File: src/rtl/imem_boot_pkg.sv
// Shared types for the IM boot loader: FSM state encoding and default IM size.
package imem_boot_pkg;

  localparam int IM_DEPTH_DEFAULT = 64;

  localparam logic [2:0] ST_IDLE = 3'd0;
  localparam logic [2:0] ST_LOAD = 3'd1;
  localparam logic [2:0] ST_HOLD = 3'd2;
  localparam logic [2:0] ST_DONE = 3'd3;
  localparam logic [2:0] ST_ERR  = 3'd4;

  typedef enum logic [2:0] {
    IDLE = ST_IDLE,
    LOAD = ST_LOAD,
    HOLD = ST_HOLD,
    DONE = ST_DONE,
    ERR  = ST_ERR
  } boot_state_e;

endpackage

File: src/rtl/boot_hold_timer.sv
// Down-counter that keeps the CPU in reset for HOLD_CYCLES after the last IM write.
module boot_hold_timer #(
  parameter int HOLD_CYCLES = 2
) (
  input  logic clk,
  input  logic rst,
  input  logic load,
  input  logic en,
  output logic expired
);

  localparam int CNT_W = $clog2(HOLD_CYCLES + 1);

  logic [CNT_W-1:0] count_reg;

  always_ff @(posedge clk or posedge rst) begin
    if (rst) begin
      count_reg <= '0;
    end else if (load) begin
      count_reg <= CNT_W'(HOLD_CYCLES);
    end else if (en && (count_reg != '0)) begin
      count_reg <= count_reg - CNT_W'(1);
    end
  end

  assign expired = (count_reg == '0);

endmodule

File: src/rtl/imem_boot_loader.sv
// Streams instruction words into consecutive IM addresses while holding the CPU in reset,
// then releases it after a settle delay.
module imem_boot_loader
  import imem_boot_pkg::*;
#(
  parameter int ADDR_W      = 32,
  parameter int DATA_W      = 32,
  parameter int IM_DEPTH    = IM_DEPTH_DEFAULT,
  parameter int LEN_W       = 7,
  parameter int HOLD_CYCLES = 2
) (
  input  logic              clk,
  input  logic              rst,
  input  logic              start,
  input  logic              abort,
  input  logic [ADDR_W-1:0] base_addr,
  input  logic [LEN_W-1:0]  length,
  input  logic              in_valid,
  input  logic [DATA_W-1:0] in_data,
  output logic              in_ready,
  output logic              im_write,
  output logic [ADDR_W-1:0] im_addr,
  output logic [DATA_W-1:0] im_wdata,
  output logic              cpu_hold,
  output logic              busy,
  output logic              done,
  output logic              error
);

  localparam logic [ADDR_W:0] DEPTH_LIMIT = (ADDR_W+1)'(IM_DEPTH);

  boot_state_e       state_reg, state_next;
  logic [ADDR_W-1:0] base_reg;
  logic [LEN_W-1:0]  len_reg;
  logic [LEN_W-1:0]  idx_reg;
  logic [ADDR_W:0]   end_addr;
  logic              idle_like;
  logic              start_ok;
  logic              handshake;
  logic              last_word;
  logic              hold_load;
  logic              hold_expired;

  // Range check one bit wider than the address so a huge base cannot wrap into range.
  assign end_addr  = {1'b0, base_addr} + {{(ADDR_W+1-LEN_W){1'b0}}, length};
  assign idle_like = (state_reg == IDLE) || (state_reg == DONE) || (state_reg == ERR);
  assign start_ok  = start && !abort && idle_like;
  assign handshake = (state_reg == LOAD) && in_valid && !abort;
  assign last_word = (idx_reg == (len_reg - LEN_W'(1)));
  assign hold_load = (state_next == HOLD) && (state_reg != HOLD);

  always_comb begin
    state_next = state_reg;
    case (state_reg)
      IDLE, DONE, ERR: begin
        if (start_ok) begin
          if (end_addr > DEPTH_LIMIT) state_next = ERR;
          else if (length == '0)      state_next = HOLD;
          else                        state_next = LOAD;
        end
      end
      LOAD: begin
        if (abort)                       state_next = IDLE;
        else if (handshake && last_word) state_next = HOLD;
      end
      HOLD: begin
        if (abort)             state_next = IDLE;
        else if (hold_expired) state_next = DONE;
      end
      default: state_next = IDLE;
    endcase
  end

  always_ff @(posedge clk or posedge rst) begin
    if (rst) begin
      state_reg <= IDLE;
      base_reg  <= '0;
      len_reg   <= '0;
      idx_reg   <= '0;
      im_write  <= 1'b0;
      im_addr   <= '0;
      im_wdata  <= '0;
    end else begin
      state_reg <= state_next;
      im_write  <= handshake;
      if (handshake) begin
        im_addr  <= base_reg + ADDR_W'(idx_reg);
        im_wdata <= in_data;
        idx_reg  <= idx_reg + LEN_W'(1);
      end
      if (start_ok && (state_next == LOAD)) begin
        base_reg <= base_addr;
        len_reg  <= length;
        idx_reg  <= '0;
      end
    end
  end

  boot_hold_timer #(
    .HOLD_CYCLES(HOLD_CYCLES)
  ) u_hold_timer (
    .clk    (clk),
    .rst    (rst),
    .load   (hold_load),
    .en     (state_reg == HOLD),
    .expired(hold_expired)
  );

  // Everything but DONE keeps the CPU in reset, including an aborted or failed load.
  assign cpu_hold = (state_reg != DONE);
  assign in_ready = (state_reg == LOAD);
  assign busy     = (state_reg == LOAD) || (state_reg == HOLD);
  assign done     = (state_reg == DONE);
  assign error    = (state_reg == ERR);

endmodule
File: config.mk
export PLATFORM = sky130hd
export DESIGN_NAME = imem_boot_loader
export DESIGN_NICKNAME = d
export VERILOG_FILES = /design/src/rtl/imem_boot_pkg.sv /design/src/rtl/boot_hold_timer.sv /design/src/rtl/imem_boot_loader.sv
export SDC_FILE = /design/constraint.sdc
export NUM_CORES = 1
export LEC_CHECK = 0
export CAP_MARGIN = 30
export CELL_PAD_IN_SITES_DETAIL_PLACEMENT = 1
export CELL_PAD_IN_SITES_GLOBAL_PLACEMENT = 1
export CORE_MARGIN = 5
export CORE_UTILIZATION = 25
export DETAILED_ROUTE_END_ITERATION = 7
export PLACE_DENSITY_LB_ADDON = 0.1
export SETUP_SLACK_MARGIN = 0.4
export SLEW_MARGIN = 20
export SYNTH_ARGS = -nofsm -noshare
export SYNTH_HDL_FRONTEND = slang
export SYNTH_SLANG_ARGS = --single-unit
File: constraint.sdc
create_clock -name clk -period 6.4 [get_ports clk]
set_input_delay 1.92 -clock clk [delete_from_list [all_inputs] [get_ports clk]]
set_output_delay 1.92 -clock clk [all_outputs]
set_load 0.02 [all_outputs]
==> out/summary.json, run 1 <==
{
  "measured_slew_at_the_worst_slew_check_pin": {"value": 883, "unit": "ps"},
  "drc": {"value": 0},
  "wire_per_inst": {"value": 16.0, "unit": "µm"},
  "cellLeakagePower": {"value": 3.79, "unit": "nW"},
  "timing.setup.tns": {"value": 0, "unit": "ps"},
  "timing.slew.headroom": {"value": 0.411},
  "fin_nets": {"value": 918},
  "final_cell_utilization_of_the_core": {"value": 0.348},
  "cts.sinks": {"value": 116},
  "worst-endpoint-required": {"value": 6700, "unit": "ps"},
  "wire_length_of_the_first_global_routing_pass": {"value": 30600, "unit": "µm"},
  "number_of_vias_after_detailed_routing": {"value": 5406},
  "ys_types": {"value": 59},
  "powerDensity": {"value": 219, "unit": "nW/µm²"},
  "setup.reg_to_reg.worst_slack": {"value": 3170, "unit": "ps"},
  "synth_area": {"value": 6320, "unit": "µm²"},
  "report.final.setup_viol": {"value": 0},
  "detail_route.first_pass.iterations": {"value": 4},
  "crit_path_start_kind": {"value": "input pin"},
  "detail_route.wirelength": {"value": 18600, "unit": "µm"},
  "share_of_synthesized_area_occupied_by_flip_flops_and_latches": {"value": 0.459},
  "io_pins": {"value": 146},
  "cts_tree": {"value": "yes"},
  "share_of_yosys_cell_area_claimed_by_the_top_area_cell_type": {"value": 0.459},
  "synth.avg_cell_area": {"value": 9.37, "unit": "µm²"},
  "vdd_drop_max": {"value": 0.163, "unit": "mV"},
  "area_growth_syn_to_layout": {"value": 37.8, "unit": "%"},
  "synthTopCellsByCount": {"value": "sky130_fd_sc_hd__nand2_1, sky130_fd_sc_hd__dfrtp_1, sky130_fd_sc_hd__o21ai_0"},
  "min_path_type": {"value": "register to register"},
  "cts_setup_buffers": {"value": 0},
  "synth_enable_flop_cells": {"value": 0},
  "total_count_of_max_transition_violations_in_the_final_report": {"value": 0},
  "clk_pin_slew_worst_paths": {"value": 50, "unit": "ps"},
  "area_fraction_in_compound_gates_after_synthesis": {"value": 0.135},
  "cts-buffers-inserted": {"value": 17},
  "critical_path.reg2reg.startpoint": {"value": "idx_reg[1]"},
  "synth_simple_gate_area_share": {"value": 0.223},
  "cts_htree_levels": {"value": 4},
  "worst_clock_skew": {"value": 7.59, "unit": "ps"},
  "timing.hold.worst_endpoint": {"value": "im_wdata[22]"},
  "postSynthCellCount": {"value": 674},
  "die_h": {"value": 169, "unit": "µm"},
  "hold_path.startpoint": {"value": "im_wdata[22]"},
  "dieWidth": {"value": 169, "unit": "µm"},
  "multi_input_area": {"value": 3220, "unit": "µm²"},
  "place_area": {"value": 8150, "unit": "µm²"},
  "max_freq": {"value": 190, "unit": "MHz"},
  "synth_area_in_adders": {"value": 0.0400},
  "clk_latency": {"value": 410, "unit": "ps"},
  "worstReg2RegEnd": {"value": "im_addr[29]"},
  "r2r_cells": {"value": 9},
  "critical_path.endpoint_type": {"value": "register"},
  "report.power.total": {"value": 0.00191, "unit": "W"},
  "synth.ff_latch_count": {"value": 116},
  "cts-root-to-sink-buffers": {"value": 2},
  "grt_max_degree": {"value": 96},
  "critPathKind": {"value": "input pin to register"},
  "synth.top_cells.by_area": {"value": "sky130_fd_sc_hd__dfrtp_1, sky130_fd_sc_hd__nand2_1, sky130_fd_sc_hd__xor2_1"},
  "antenna_cells_inserted": {"value": 0},
  "detail_route_antenna_nets": {"value": 0},
  "overflow": {"value": 0},
  "min_period_over_period": {"value": 0.821},
  "viasPerCell": {"value": 4.65},
  "synth.most_common_cell": {"value": "sky130_fd_sc_hd__nand2_1"},
  "floorplan.die_area": {"value": 28500, "unit": "µm²"},
  "fillers": {"value": 2875},
  "synth-xor-area-share": {"value": 0.0721},
  "combinational_family_with_the_most_area_after_synthesis": {"value": "simple AND/OR/NAND/NOR gates"},
  "gpl.final_weighted_congestion": {"value": 0.788},
  "synth_ff_type": {"value": "sky130_fd_sc_hd__dfrtp_1"},
  "hold_buffers": {"value": 0},
  "dpl.hpwl": {"value": 14000, "unit": "µm"},
  "starting_density": {"value": 0.252},
  "async_flop_share": {"value": 1.00},
  "critical_path_arrival": {"value": 5550, "unit": "ps"},
  "coreArea": {"value": 25000, "unit": "µm²"},
  "netlist.top_cell.by_area": {"value": "sky130_fd_sc_hd__dfrtp_1"},
  "final-seq-area": {"value": 2900, "unit": "µm²"},
  "post_route_cells_drive_above_1_share": {"value": 0.0769},
  "layout_min_cycle_time": {"value": 5250, "unit": "ps"},
  "cts.root.buffer_cell": {"value": "sky130_fd_sc_hd__clkbuf_16"},
  "grt_antenna_before_repair": {"value": 0},
  "hold_depth": {"value": 2},
  "cts_repair_resized_insts": {"value": 0},
  "outcome": {"value": "finished clean"},
  "syn-num-nets": {"value": 769},
  "stdcell_area": {"value": 8710, "unit": "µm²"},
  "unrepaired_setup_endpoints_after_global_routing": {"value": "no"},
  "placement_rows": {"value": 58},
  "synth_mux_area_frac": {"value": 0.0384},
  "numPortBuffers": {"value": 145},
  "path_max_fanout": {"value": 25},
  "grt.total_usage": {"value": 0.133},
  "detail_route.iter0.violations": {"value": 195},
  "via_count_of_the_first_global_routing_pass": {"value": 5867},
  "timing.max_cap.violations": {"value": 0},
  "warnings_synthesis": {"value": 0},
  "final-hold-violation-count": {"value": 0}
}
power by group:
| part | switching (W) | total (W) | leakage, nW | internal, W |
|---|---|---|---|---|
| combinational | 0.000120 | 0.000231 | 1.92 | 0.000111 |
| clock | 0.000315 | 0.000907 | 0.271 | 0.000593 |
| sequential | 0.0000149 | 0.000772 | 1.60 | 0.000757 |
stage by stage:
stage                     worst slack, ps  cells  hold slack (ps)
after floorplan                      1410    674              475
after global placement                735   1134              459
after detailed placement              657   1134              466
after CTS                            1100   1162              479
after global routing                  884   1162              496
final                                1150   1162              474
layer usage:
metal  track usage  wire length (µm)  share of wire
met1         0.171              8570           0.46
met2         0.220              8880           0.48
met3        0.0329               834          0.045
met4        0.0441               331          0.018
met5             0                 0              0
worst max-delay path by stage:
| stage | startpoint | endpoint | slack [ps] | depth (start not counted) |
|---|---|---|---|---|
| 2_1_floorplan | rst | base_reg[0] | 1410 | 1 |
| 3_3_place_gp | length[0] | base_reg[7] | 740 | 12 |
| 3_5_place_dp | length[0] | base_reg[30] | 660 | 12 |
| 4_1_cts | length[0] | base_reg[19] | 1100 | 12 |
| 5_1_grt | length[0] | base_reg[19] | 880 | 12 |
| 6_report | length[0] | base_reg[19] | 1150 | 12 |
kinds of logic after synthesis:
kind of cell               after synthesis
adders and majority gates               19
and+or+nand+nor                        292
DFF                                    116
buffers and inverters                   48
muxes                                   17
AOI/OAI and AO/OA                      130
xor gates and xnor gates                52
cells in the final DEF, fill, tap and decap left out, drive strengths merged, types with 3 or more instances in the layout:
| cell type | Yosys | layout |
|---|---|---|
| a211oi | 6 | 6 |
| mux2 | 16 | 16 |
| or3 | 4 | 4 |
| o21ai | 51 | 51 |
| xnor2 | 24 | 24 |
| o2111ai | 5 | 5 |
| buf | 4 | 9 |
| ha | 17 | 17 |
| nor4 | 4 | 4 |
| o31ai | 3 | 3 |
| and2 | 29 | 29 |
| nor3b | 3 | 3 |
| o21a | 3 | 3 |
| inv | 24 | 24 |
| nand3 | 16 | 16 |
| o211ai | 9 | 9 |
| nor3 | 9 | 9 |
| clkbuf | 20 | 23 |
| nor2 | 27 | 27 |
| a21o | 7 | 7 |
| nand4 | 17 | 17 |
| a21boi | 3 | 3 |
| nand3b | 6 | 6 |
| xor2 | 28 | 28 |
| nor2b | 4 | 4 |
| dfrtp | 116 | 116 |
| a2111oi | 3 | 3 |
| clkdlybuf4s50 | 0 | 145 |
| nand2 | 151 | 151 |
| a21oi | 18 | 18 |
| and3 | 13 | 13 |
| a31oi | 9 | 9 |
critical path, cell delays in order:
cell and delay, ps:
sky130_fd_sc_hd__clkdlybuf4s50_1 450, sky130_fd_sc_hd__ha_1 230, sky130_fd_sc_hd__fa_1 410, sky130_fd_sc_hd__a211oi_1 490
sky130_fd_sc_hd__o211ai_2 240, sky130_fd_sc_hd__and3_1 230, sky130_fd_sc_hd__a31oi_1 170, sky130_fd_sc_hd__a21oi_1 70
sky130_fd_sc_hd__nor4bb_2 440, sky130_fd_sc_hd__nand3_4 350, sky130_fd_sc_hd__buf_4 330, sky130_fd_sc_hd__and2_1 180
layout make-up:
type,count,share of cell area
multi-input cells,510,0.370
flip-flops and latches,116,0.333
repair buffers,154,0.174
clock buffers,23,0.0549
well taps,330,0.0474
inverters,24,0.0106
clock inverters,5,0.00891
No activity file was read; power rests on OpenSTA's default activity.
==> run 2, diff against run 1 <==
==> constraint.sdc (replaced) <==
create_clock -name clk -period 5.4 [get_ports clk]
set_input_delay 1.62 -clock clk [delete_from_list [all_inputs] [get_ports clk]]
set_output_delay 1.62 -clock clk [all_outputs]
set_load 0.02 [all_outputs]
==> run 2 against run 1 <==
Compared with the run above:
- critical endpoint is now u_hold_timer.count_reg[1]
- flip-flop and latch count unchanged
- count of clock-buffer cells in the layout down 2
- largest cell class unchanged
- sequential share of layout area down 0.45 points
- non-clock buffer count up 2
- critical path type unchanged
==> out/summary.json, run 2 (same netlist as run 1, synthesis figures left out) <==
{
  "outcome": {"value": "finished clean"},
  "worst-endpoint-required": {"value": 5700, "unit": "ps", "change": "-1000 ps"},
  "unrepaired_setup_endpoints_after_global_routing": {"value": "no"},
  "setup.reg_to_reg.worst_slack": {"value": 2430, "unit": "ps", "change": "-740 ps"},
  "levels_on_crit_path": {"value": 13, "change": "+1"},
  "worstReg2RegEnd": {"value": "im_addr[29]"},
  "overflow": {"value": 0, "change": "unchanged"},
  "cell_repeated_most_along_the_worst_path": {"value": "sky130_fd_sc_hd__buf_4"},
  "worst_path_largest_cell_delay": {"value": 460, "unit": "ps", "change": "-30 ps"},
  "cellLeakagePower": {"value": 3.85, "unit": "nW", "change": "+1.6%"},
  "detail_route.wirelength": {"value": 18600, "unit": "µm", "change": "about the same"},
  "placement_rows": {"value": 58, "change": "unchanged"},
  "timing.setup.tns": {"value": 0, "unit": "ps", "change": "unchanged"},
  "detail_route.iter0.violations": {"value": 159, "change": "-18%"},
  "cts-root-to-sink-buffers": {"value": 2, "change": "unchanged"},
  "fin_nets": {"value": 920, "change": "+0.22%"},
  "crit_slowest_cell": {"value": "sky130_fd_sc_hd__nor4bb_2"},
  "crit_path_start_kind": {"value": "input pin"},
  "intPower": {"value": 0.00188, "unit": "W", "change": "+29%"},
  "cts-buffers-inserted": {"value": 17, "change": "unchanged"},
  "grt_antenna_before_repair": {"value": 0, "change": "unchanged"},
  "antenna_cells_inserted": {"value": 0, "change": "unchanged"},
  "hold_depth": {"value": 2, "change": "unchanged"},
  "cts_repair_resized_insts": {"value": 0, "change": "unchanged"},
  "finalNonFillerCells": {"value": 1166, "change": "+0.34%"},
  "max_freq": {"value": 215, "unit": "MHz"},
  "floorplan.die_area": {"value": 28500, "unit": "µm²", "change": "unchanged"},
  "share_seq_of_total_power": {"value": 0.376, "change": "-0.028"},
  "critPathKind": {"value": "input pin to register"},
  "place_inst": {"value": 1136, "change": "+0.18%"},
  "clk_pin_slew_worst_paths": {"value": 50, "unit": "ps", "change": "about the same"},
  "grt_max_degree": {"value": 96, "change": "unchanged"},
  "detail_route_antenna_nets": {"value": 0, "change": "unchanged"},
  "grt.total_usage": {"value": 0.133, "change": "+0.000148"},
  "drc": {"value": 0, "change": "unchanged"},
  "area_growth_syn_to_layout": {"value": 39.7, "unit": "%"},
  "number_of_vias_after_detailed_routing": {"value": 5366, "change": "-0.74%"},
  "clkPwrFrac": {"value": 0.510, "change": "+0.035"},
  "final_common_cell": {"value": "sky130_fd_sc_hd__nand2_1"},
  "clk_latency": {"value": 410, "unit": "ps", "change": "about the same"},
  "die_h": {"value": 169, "unit": "µm", "change": "unchanged"},
  "critical_path_arrival": {"value": 4950, "unit": "ps", "change": "-600 ps"},
  "path_delay_family": {"value": "compound AO/OA/AOI/OAI gates"},
  "critical_path.reg2reg.startpoint": {"value": "idx_reg[1]"},
  "min_path_type": {"value": "register to register"},
  "post_route_cells_drive_above_1_share": {"value": 0.0837, "change": "+0.00681"},
  "final_cell_mix": {"value": "sky130_fd_sc_hd__nand2_1, sky130_fd_sc_hd__clkdlybuf4s50_1, sky130_fd_sc_hd__dfrtp_1"},
  "r2r_cells": {"value": 9, "change": "unchanged"},
  "numPortBuffers": {"value": 145, "change": "unchanged"},
  "switching_share": {"value": 0.227, "change": "-0.00796"},
  "worst_clock_skew": {"value": 8.46, "unit": "ps", "change": "+0.869 ps"},
  "coreArea": {"value": 25000, "unit": "µm²", "change": "unchanged"},
  "measured_slew_at_the_worst_slew_check_pin": {"value": 905, "unit": "ps", "change": "+22.1 ps"},
  "via_count_of_the_first_global_routing_pass": {"value": 5833, "change": "-0.58%"},
  "path_max_fanout": {"value": 9, "change": "-64%"},
  "cp.buffers_inverters": {"value": 3, "change": "+1"},
  "detail_route.first_pass.iterations": {"value": 4, "change": "unchanged"},
  "timing.hold.worst_endpoint": {"value": "im_wdata[10]"},
  "cts_tree": {"value": "yes"},
  "hold_buffers": {"value": 0, "change": "unchanged"},
  "cts_setup_buffers": {"value": 0, "change": "unchanged"},
  "layout_min_cycle_time": {"value": 4650, "unit": "ps"},
  "starting_density": {"value": 0.252, "change": "unchanged"},
  "hold_path.startpoint": {"value": "im_wdata[10]"},
  "switchingPower": {"value": 0.000553, "unit": "W", "change": "+23%"},
  "total_count_of_max_transition_violations_in_the_final_report": {"value": 0, "change": "unchanged"},
  "wire_per_inst": {"value": 16.0, "unit": "µm", "change": "-0.27%"},
  "cts.sinks": {"value": 116, "change": "unchanged"},
  "cts_htree_levels": {"value": 4, "change": "unchanged"},
  "report.final.setup_viol": {"value": 0, "change": "unchanged"},
  "powerDensity": {"value": 276, "unit": "nW/µm²", "change": "+26%"},
  "vdd_drop_max": {"value": 0.120, "unit": "mV", "change": "-26%"},
  "timing.slew.headroom": {"value": 0.397, "change": "-0.0147"},
  "cts.root.buffer_cell": {"value": "sky130_fd_sc_hd__clkbuf_16"},
  "dpl.hpwl": {"value": 14100, "unit": "µm", "change": "+0.34%"},
  "min_period_over_period": {"value": 0.862},
  "path_cells": {"value": "clkdlybuf4s50_1 -> ha_1 -> fa_1 -> a211oi_1 -> buf_4 -> o211ai_2 -> and3_1 -> a31oi_1 -> a21oi_1 -> nor4bb_2 -> buf_4 -> nand3b_1 -> a31o_2"},
  "critical_path.endpoint_type": {"value": "register"},
  "wire_length_of_the_first_global_routing_pass": {"value": 31000, "unit": "µm", "change": "+1.1%"},
  "dieWidth": {"value": 169, "unit": "µm", "change": "unchanged"},
  "timing.max_cap.violations": {"value": 0, "change": "unchanged"},
  "viasPerCell": {"value": 4.60, "change": "-1.1%"},
  "gpl.final_weighted_congestion": {"value": 0.849, "change": "+7.7%"},
  "io_pins": {"value": 146, "change": "unchanged"},
  "power.share.combinational": {"value": 0.114, "change": "-0.007"},
  "final-hold-violation-count": {"value": 0, "change": "unchanged"}
}
==> run 2: stage by stage <==
step                total power, W   util  setup WS, ps  instance area (µm²)  hold WS (ps)
floorplan                  0.00106      -           708                 6320           475
CTS                        0.00248  0.353           762                 8830           478
detailed placement         0.00121  0.327           326                 8180           463
global placement           0.00121  0.327           368                 8180           459
finish                     0.00243  0.353           745                 8830           472
global route               0.00254  0.353           541                 8830           503
==> run 2: cell type report <==
cell class	count	area, µm²
clock buffers	21	470
multi-input cells	510	3220
repair buffers	156	1550
inverters	24	92.6
flip-flops and latches	116	2900
well taps	330	413
clock inverters	9	176
fillers	2848	16200
==> run 2: worst max-delay path by stage <==
| stage | to | slack [ps] | from |
|---|---|---|---|
| after floorplan | base_reg[0] | 710 | rst |
| after global routing | u_hold_timer.count_reg[1] | 540 | length[0] |
| final | u_hold_timer.count_reg[1] | 750 | length[0] |
| after detailed placement | len_reg[1] | 330 | length[0] |
| after CTS | len_reg[1] | 760 | length[0] |
| after global placement | base_reg[0] | 370 | length[0] |
==> run 2: power groups by stage <==
| stage | registers, W | logic [W] | clock network, W |
|---|---|---|---|
| 4_1_cts | 0.000915 | 0.000283 | 0.00128 |
| 6_report | 0.000915 | 0.000278 | 0.00124 |
| 3_3_place_gp | 0.000929 | 0.000276 | 0 |
| 2_1_floorplan | 0.000951 | 0.000108 | 0 |
| 3_5_place_dp | 0.000930 | 0.000282 | 0 |
| 5_1_grt | 0.000918 | 0.000306 | 0.00132 |
==> run 2: worst reg2reg max path: stages (launching register included) <==
cell,delay (ps)
sky130_fd_sc_hd__dfrtp_1,450
sky130_fd_sc_hd__ha_1,300
sky130_fd_sc_hd__a21o_1,120
sky130_fd_sc_hd__a21oi_1,90
sky130_fd_sc_hd__o21a_1,190
sky130_fd_sc_hd__o21ai_0,550
sky130_fd_sc_hd__nand4_1,530
sky130_fd_sc_hd__nor3_1,360
sky130_fd_sc_hd__xnor2_1,140
sky130_fd_sc_hd__o21ai_0,80
==> run 2: layer usage <==
layer | vias to the layer above | track usage | wire length [µm]
met5 | - | 0 | 0
met3 | 9 | 0.0313 | 764
met2 | 102 | 0.220 | 8840
li1 | 2639 | - | -
met1 | 2616 | 0.177 | 8870
met4 | 0 | 0.0328 | 153
